===== src/rtl/text_mem_ctrl.sv =====
// Sequencing controller for a single-port text memory: loads a message from a
// byte-write handshake and streams it back out over a valid/ready byte port.
module text_mem_ctrl #(
    parameter int ADDR_W = 8,
    parameter int DATA_W = 8,
    parameter int DEPTH  = 16
) (
    input  logic              clk,
    input  logic              reset,
    input  logic              load_start,
    input  logic              wr_valid,
    input  logic [DATA_W-1:0] wr_data,
    output logic              wr_ready,
    input  logic              load_done,
    input  logic              read_start,
    output logic              rd_valid,
    output logic [DATA_W-1:0] rd_data,
    input  logic              rd_ready,
    output logic              rd_last,
    output logic              busy,
    output logic [ADDR_W:0]   msg_len,
    output logic [ADDR_W-1:0] mem_address,
    output logic [DATA_W-1:0] mem_data,
    output logic              mem_wren,
    input  logic [DATA_W-1:0] mem_q,
    output logic [2:0]        state_dbg
);

    // Handshakes: a byte moves when valid and ready are both high at a rising
    // edge; valid never waits on ready, and data/last hold until the transfer.
    typedef enum logic [2:0] {
        IDLE    = 3'd0,
        LOAD    = 3'd1,
        RD_ADDR = 3'd2,
        RD_CAP  = 3'd3,
        RD_OUT  = 3'd4
    } state_t;

    localparam logic [ADDR_W:0] DEPTH_L = (ADDR_W + 1)'(DEPTH);
    localparam logic [ADDR_W:0] PTR_ONE = {{ADDR_W{1'b0}}, 1'b1};

    state_t          state, state_nxt;
    logic [ADDR_W:0] wr_ptr, rd_ptr;
    logic            wr_fire, rd_fire;

    assign wr_ready    = (state == LOAD) && (msg_len < DEPTH_L);
    assign wr_fire     = wr_valid && wr_ready;
    assign rd_valid    = (state == RD_OUT);
    assign rd_fire     = rd_valid && rd_ready;
    assign busy        = (state != IDLE);
    assign mem_address = (state == LOAD) ? wr_ptr[ADDR_W-1:0] : rd_ptr[ADDR_W-1:0];
    assign mem_data    = wr_data;
    assign mem_wren    = wr_fire;
    assign state_dbg   = state;

    always_comb begin
        state_nxt = state;
        case (state)
            IDLE: begin
                if (load_start)
                    state_nxt = LOAD;
                else if (read_start && (msg_len != '0))
                    state_nxt = RD_ADDR;
            end
            LOAD:    if (load_done) state_nxt = IDLE;
            RD_ADDR: state_nxt = RD_CAP;
            RD_CAP:  state_nxt = RD_OUT;
            RD_OUT:  if (rd_fire) state_nxt = rd_last ? IDLE : RD_ADDR;
            default: state_nxt = IDLE;
        endcase
    end

    // RAM contents survive reset; only the pointers and message length clear.
    always_ff @(posedge clk or negedge reset) begin
        if (!reset) begin
            state   <= IDLE;
            wr_ptr  <= '0;
            rd_ptr  <= '0;
            msg_len <= '0;
            rd_data <= '0;
            rd_last <= 1'b0;
        end else begin
            state <= state_nxt;
            case (state)
                IDLE: begin
                    if (load_start) begin
                        wr_ptr  <= '0;
                        msg_len <= '0;
                    end else if (read_start && (msg_len != '0)) begin
                        rd_ptr <= '0;
                    end
                end
                LOAD: begin
                    if (wr_fire) begin
                        wr_ptr  <= wr_ptr + PTR_ONE;
                        msg_len <= msg_len + PTR_ONE;
                    end
                end
                RD_CAP: begin
                    rd_data <= mem_q;
                    rd_last <= (rd_ptr == (msg_len - PTR_ONE));
                end
                RD_OUT: begin
                    if (rd_fire) begin
                        if (rd_last)
                            rd_last <= 1'b0;
                        else
                            rd_ptr <= rd_ptr + PTR_ONE;
                    end
                end
                default: ;
            endcase
        end
    end

endmodule

===== config.mk =====
export PLATFORM = sky130hd
export DESIGN_NAME = text_mem_ctrl
export DESIGN_NICKNAME = d
export VERILOG_FILES = /design/src/rtl/text_mem_ctrl.sv
export SDC_FILE = /design/constraint.sdc
export NUM_CORES = 1
export LEC_CHECK = 0
export ABC_CLOCK_PERIOD_IN_PS = 1760
export BUFFER_PORTS_ARGS = -buffer_cell sky130_fd_sc_hd__buf_2
export CAP_MARGIN = 5
export CELL_PAD_IN_SITES_DETAIL_PLACEMENT = 0
export CELL_PAD_IN_SITES_GLOBAL_PLACEMENT = 1
export CORE_UTILIZATION = 36
export DETAILED_ROUTE_END_ITERATION = 8
export GPL_TIMING_DRIVEN = 0
export PLACE_DENSITY_LB_ADDON = 0.1
export SLEW_MARGIN = 10
export SYNTH_ARGS = -nofsm -noshare
export SYNTH_HDL_FRONTEND = slang
export SYNTH_SLANG_ARGS = --single-unit

===== constraint.sdc =====
create_clock -name clk -period 1.76 [get_ports clk]
set_input_delay 0.088 -clock clk [delete_from_list [all_inputs] [get_ports clk]]
set_output_delay 0.088 -clock clk [all_outputs]
set_load 0.05 [all_outputs]

; ---- Yosys cells after proc, flatten, opt, wreduce, memory -nomap -nowiden
; Index checks and enable logic that the tools add are counted.
[op_classes]
add_sub_neg = 4
n_lt_le_gt_ge = 1
eq_ne = 13
n_mux = 19
reduce_logical = 14
[ops]
columns = op, count
row1 = 9-bit 2-to-1 mux, 7
row2 = 9-bit case mux with 2 select lines, 3
row3 = 9-bit by 1-bit adder with 9-bit output (second input constant), 3
row4 = 3-bit case mux with 5 select lines, 1
row5 = 3-bit 2-to-1 mux, 4
row6 = 2-bit inequality test (second input constant), 6
row7 = 9-bit equality test, 1
row8 = 9-bit by 5-bit < comparator with 1-bit output (second input constant), 1
row9 = 9-bit nonzero test, 1
row10 = 9-bit by 1-bit subtractor with 9-bit output (second input constant), 1
row11 = 8-bit 2-to-1 mux, 1
row12 = 3-bit by 2-bit equality test with 1-bit output (second input constant), 2
row13 = 3-bit AND reduction, 2
row14 = 2-bit nonzero test, 3
row15 = 5-bit AND reduction, 1
row16 = 1-bit logical AND, 4
row17 = 3-bit by 1-bit equality test with 1-bit output (second input constant), 1
row18 = 3-bit equality test (second input constant), 1
row19 = 3-bit zero test, 1
row20 = 3-bit inequality test (second input constant), 1
row21 = 3-bit nonzero test, 1
row22 = 2-bit 2-to-1 mux, 1
row23 = 2-bit by 1-bit inequality test with 1-bit output (second input constant), 1
row24 = 1-bit case mux with 2 select lines, 1
row25 = 2 further kinds, 2
[totals]
regBits = 39
wordCells = 57

; ---- Longest topological paths before layout
[depth]
word_depth = 5
ltp_mapped = 7
ltp_nobuf = 7

; ---- Worst setup path before layout
; No wires, ideal clock.
[synth_timing]
path_kind = flip-flop to flip-flop
from = register state[0], in the netlist state_dbg[0]
to = register wr_ptr[1]
setup_time_ns = 0.066
arrival_time_ns = 2.461
slack_ns = -0.767
path_stages_with_launch = 6
n_path_buf = 1
cell_sequence = dfrtp_1 > buf_4 > nor3b_1 > and3_1 > and2_1 > a22o_1
[synth_via]
elab_chain_cells = 5
word_cells_on_any_way = 9
cone_classes = eq/ne: 3 / mux: 1 / reduce/logical: 5
[synth_lines]
columns = item, line_no
row1 = start: declaration, 42  ; state_t state, state_nxt;
row2 = start signal: assignment, 83  ; state <= state_nxt;
row3 = 3-bit by 1-bit equality test with 1-bit output, 46  ; assign wr_ready = (state == LOAD) && (msg_len < DEPTH_L);
row4 = 1-bit logical AND, 46
row5 = net wr_ready, 13  ; output logic wr_ready,
row6 = 1-bit logical AND, 47  ; assign wr_fire = wr_valid && wr_ready;
row7 = net mem_wren, 24  ; output logic mem_wren,
row8 = 2-bit inequality test (no line), n/a
row9 = 3-bit AND reduction (no line), n/a
row10 = end signal: assignment, 95  ; wr_ptr <= wr_ptr + PTR_ONE;
row11 = end: declaration, 43  ; logic [ADDR_W:0] wr_ptr, rd_ptr;
; The timed path passes the listed nets, and every way through them passes these cells.
; A chain may end at the register's enable or synchronous reset.

; ---- Worst setup path in the final report
[layout_timing]
from = register state[2], in the netlist state_dbg[2]
to = output port mem_address[0]
[layout_via]
elab_chain_cells = 2
[layout_lines]
columns = item, line_no
row1 = 3-bit by 1-bit equality test with 1-bit output, 51  ; assign mem_address = (state == LOAD) ? wr_ptr[ADDR_W-1:0] : rd_ptr[ADDR_W-1:0];
row2 = 8-bit 2-to-1 mux, 51
row3 = end: declaration, 22  ; output logic [ADDR_W-1:0] mem_address,
; No other way between the ends.

==> flow_summary.toml <==
[synthesis]
synth.cell_area_sq_um = 2340
synth-seq-cells = 38
yosys.cell_types.count = 52
synth_adder_area_share_pct = 2.67
synth_area_per_cell_sq_um = 10.0
synthesized_instance_count = 233
yosysWarningCount = 0
async_flop_share_pct = 100
synth-simple-area-share_pct = 21.8
synth-seq-area-share_pct = 40.6
area_fraction_in_compound_gates_after_synthesis_pct = 12.5
yosys.area_share.xor_xnor_pct = 8.61
synth_mux_area_share_pct = 7.22
post_synth_edffs = 0
syn_nets = 261
most_common_flop_cell_mapped_by_yosys = "sky130_fd_sc_hd__dfrtp_1"
synth_top_family_by_area = "simple AND/OR/NAND/NOR gates"

[sta]
maxClockFrequency_mhz = 532
timing.final.crit_share_pct = 107
timing_worst_slew_pin_value_ps = 888
maxSlewViolCount = 0
timing.final.ws_setup_ps = -121
post-route-min-period_ps = 1880
rsz0062_at_grt = "true"
finalHoldViolCount = 0
slew_headroom_pct = 40.8
hold_ws_ps = 6.67
fin_worst_skew_ps = 5.42
report.final.setup_viol = 23

[power]
comb_power_share_pct = 64.3
leakage_power_nw = 1.54
share_clk_of_total_power_pct = 13.1
power_frac_seq_pct = 22.5
switching_share_pct = 48.0
power-per-cell-area_nw_per_um2 = 1760
internal-power_mw = 3.09
peakVddDrop_v = 0.00111
net-switching-power_mw = 2.85

[finish]
nets = 346
n_antenna_cell = 0
fraction_of_final_layout_cells_with_drive_strength_greater_than_1_pct = 54.9
area_delta_synth_final_pct = 44.5
layout.cells.non_filler = 396
fillers = 598
layout.cell_area.non_filler_sq_um = 3380

[placed_design]
gpl.final_weighted_congestion = 0.751
dp_worst_setup_slack_ps = -338
placed_cell_area_sq_um = 2790
dp.cells = 365
place.port_buffers = 55
hpwl_microns = 4040

[critical_path]
cp.arrival_ps = 1790
critical_path_class = "reg2out"
critPathMaxFanout = 9
start_kind = "register"
critical_path.endpoint_type = "output port"
worstPathRequired_ps = 1670

[grt]
gr-usage-met2_pct = 29.2
busiest_layer = "met2"
grt_max_degree = 39
globalRouteOverflowTotal = 0
grtUsageMet1_pct = 27.9
number_of_antenna_violations_at_the_first_check_in_global_routing = 0
globalRouteMet3Util_pct = 4.62
via_count_of_the_first_global_routing_pass = 1803
grt_pass1_wl_microns = 9710
track_usage_pct = 19.4

[min_path]
min-delay-path-class = "in2reg"

[die]
overall_die_area_sq_um = 6830
num_rows = 29
die_width_microns = 82.6
ios = 64
initial_core_util_pct = 37.1
die_height_microns = 82.6
design.core.area_sq_um = 6310

[routing]
avgRoutedWirePerCell_microns = 16.1
via_count = 2036
vias_per_cell = 5.14
detail_route.first_pass.iterations = 4
drcViolationCount = 0
routed_wl_microns = 6380
drtIter0Drc = 75
antenna_violating_nets_post_route = 0

[clock_network]
cts_inserted_buffers = 5
tritoncts_num_sinks = 38
cts_buffer_depth = 2
clock_latency_ps = 310
cts_tree = "built"
clk_transition_reported_paths_ps = 80
root_buffer = "sky130_fd_sc_hd__clkbuf_8"
h-tree-depth = 2

[status]
status = "finished, violations left"
violations_in_the_final_reports = "negative setup slack"

[flow_run]
timing.max_cap.violations = 0
==> what timing repair did <==
| action | CTS | global route |
|---|---|---|
| hold buffers | 1 | 0 |
| setup endpoints to repair | 35 | 36 |
| endpoints found under the hold margin | 38 | 0 |
| resized for setup | 45 | 28 |
| cloned | 0 | 2 |
| pin swaps | 7 | 11 |
| setup buffers | 17 | 9 |
==> sequential cells by signal (all words and copies together), names as in the netlist <==
register and count:
rd_ptr 9, rd_last 1, wr_ptr 8, msg_len 9, rd_data 8, state_dbg 3
==> worst paths after layout <==
path | start | end | slack [ps] | cells after the start
worst min register to register | rd_data[7] | rd_data[7] | 500 | 1
worst max-delay path | state_dbg[2] | mem_address[0] | -120 | 3
min in group asynchronous | reset | msg_len[8] | 440 | 2
max in group asynchronous | reset | msg_len[2] | 710 | 2
worst min-delay path | mem_q[7] | rd_data[7] | 7 | 2
worst max register to register | state_dbg[0] | rd_ptr[1] | -90 | 8
==> power by group through the flow <==
stage	combinational (mW)	sequential, mW	clock, mW
3_3_place_gp	3.01	1.30	0
2_1_floorplan	1.86	1.84	0
6_report	3.83	1.34	0.781
5_1_grt	4.06	1.39	0.833
4_1_cts	3.47	1.33	0.797
3_5_place_dp	3.02	1.31	0
==> per-stage QoR <==
step	setup TNS, ps	utilization (%)	power (mW)
after detailed placement	-2650	44.2	4.33
after floorplan	-3190	-	3.69
after global routing	-3280	53.6	6.28
after CTS	-1140	50.5	5.60
after global placement	-2680	44.2	4.31
final	-1210	53.6	5.95
==> worst max-delay path: stages (launching register included) <==
cell and delay (ps):
sky130_fd_sc_hd__dfrtp_2 490, sky130_fd_sc_hd__or3b_4 500, sky130_fd_sc_hd__mux2_4 340, sky130_fd_sc_hd__buf_8 150
==> logic make-up after synthesis <==
group / count (synthesis)
fa+ha+maj: 5
mux: 15
simple gates: 88
xor+xnor: 23
compound gates: 38
flops: 38
buf+inv: 26
==> layout by cell type (no fill, tap or decap), types with 3 or more instances in the layout <==
master                     instances
sky130_fd_sc_hd__inv_1             5
sky130_fd_sc_hd__nor2_1           17
sky130_fd_sc_hd__buf_6            15
sky130_fd_sc_hd__nand2_1          18
sky130_fd_sc_hd__nand4_1           3
sky130_fd_sc_hd__nor2_4            3
sky130_fd_sc_hd__nor4b_4           3
sky130_fd_sc_hd__xor2_1            5
sky130_fd_sc_hd__buf_4            31
sky130_fd_sc_hd__or2_4             3
sky130_fd_sc_hd__o31ai_1           5
sky130_fd_sc_hd__ha_1              3
sky130_fd_sc_hd__nor3_1            5
sky130_fd_sc_hd__nand3_1           5
sky130_fd_sc_hd__nor3b_2           3
sky130_fd_sc_hd__o21ai_0           9
sky130_fd_sc_hd__buf_2            44
sky130_fd_sc_hd__o21ai_4           3
sky130_fd_sc_hd__and3_1            4
sky130_fd_sc_hd__dfrtp_2          13
sky130_fd_sc_hd__o21ai_1           3
sky130_fd_sc_hd__xnor2_1          18
sky130_fd_sc_hd__clkbuf_8          5
sky130_fd_sc_hd__a21oi_1           3
sky130_fd_sc_hd__mux2_2           13
sky130_fd_sc_hd__dfrtp_1          25
==> synth_stat cells (2+ instances only) <==
| cell | number | share of area [%] |
|---|---|---|
| sky130_fd_sc_hd__and3_1 | 5 | 1.3 |
| sky130_fd_sc_hd__buf_2 | 5 | 1.1 |
| sky130_fd_sc_hd__nor4_1 | 2 | 0.53 |
| sky130_fd_sc_hd__nand3_1 | 5 | 1.1 |
| sky130_fd_sc_hd__nand4_1 | 3 | 0.80 |
| sky130_fd_sc_hd__or4_1 | 3 | 0.96 |
| sky130_fd_sc_hd__ha_1 | 5 | 2.7 |
| sky130_fd_sc_hd__o21a_1 | 2 | 0.64 |
| sky130_fd_sc_hd__xnor2_1 | 18 | 6.7 |
| sky130_fd_sc_hd__a21oi_1 | 4 | 0.86 |
| sky130_fd_sc_hd__nor4b_2 | 2 | 1.3 |
| sky130_fd_sc_hd__xor2_1 | 5 | 1.9 |
| sky130_fd_sc_hd__o31ai_1 | 6 | 1.9 |
| sky130_fd_sc_hd__o21ai_0 | 12 | 2.6 |
| sky130_fd_sc_hd__buf_6 | 2 | 0.96 |
| sky130_fd_sc_hd__nor3b_1 | 4 | 1.3 |
| sky130_fd_sc_hd__nor3_1 | 6 | 1.3 |
| sky130_fd_sc_hd__dfrtp_1 | 38 | 41 |
| sky130_fd_sc_hd__inv_1 | 7 | 1.1 |
| sky130_fd_sc_hd__nand2_1 | 18 | 2.9 |
| sky130_fd_sc_hd__mux2_2 | 15 | 7.2 |
| sky130_fd_sc_hd__buf_4 | 10 | 3.2 |
| sky130_fd_sc_hd__nor4b_1 | 3 | 1.1 |
| sky130_fd_sc_hd__a22o_1 | 2 | 0.75 |
| sky130_fd_sc_hd__and2_1 | 3 | 0.80 |
| sky130_fd_sc_hd__clkbuf_1 | 2 | 0.32 |
| sky130_fd_sc_hd__nor2_1 | 21 | 3.4 |
==> per-layer routing <==
metal | vias to the layer above | part of all wire (%)
met5 | - | 0
met4 | 0 | 0.93
met3 | 6 | 3.6
met2 | 49 | 46
met1 | 992 | 49
li1 | 989 | -
==> final cells by class <==
type	count	area, sq um	share of cell area (%)
buffer	13	120	3.55
inverter	7	26.3	0.777
clock buffer	5	68.8	2.03
sequential	38	967	28.6
multi-input combinational	170	1480	43.7
clock inverter	3	45.0	1.33
timing repair buffer	83	579	17.1
tap	77	96.3	2.85
(Power assumes the default switching activity.)
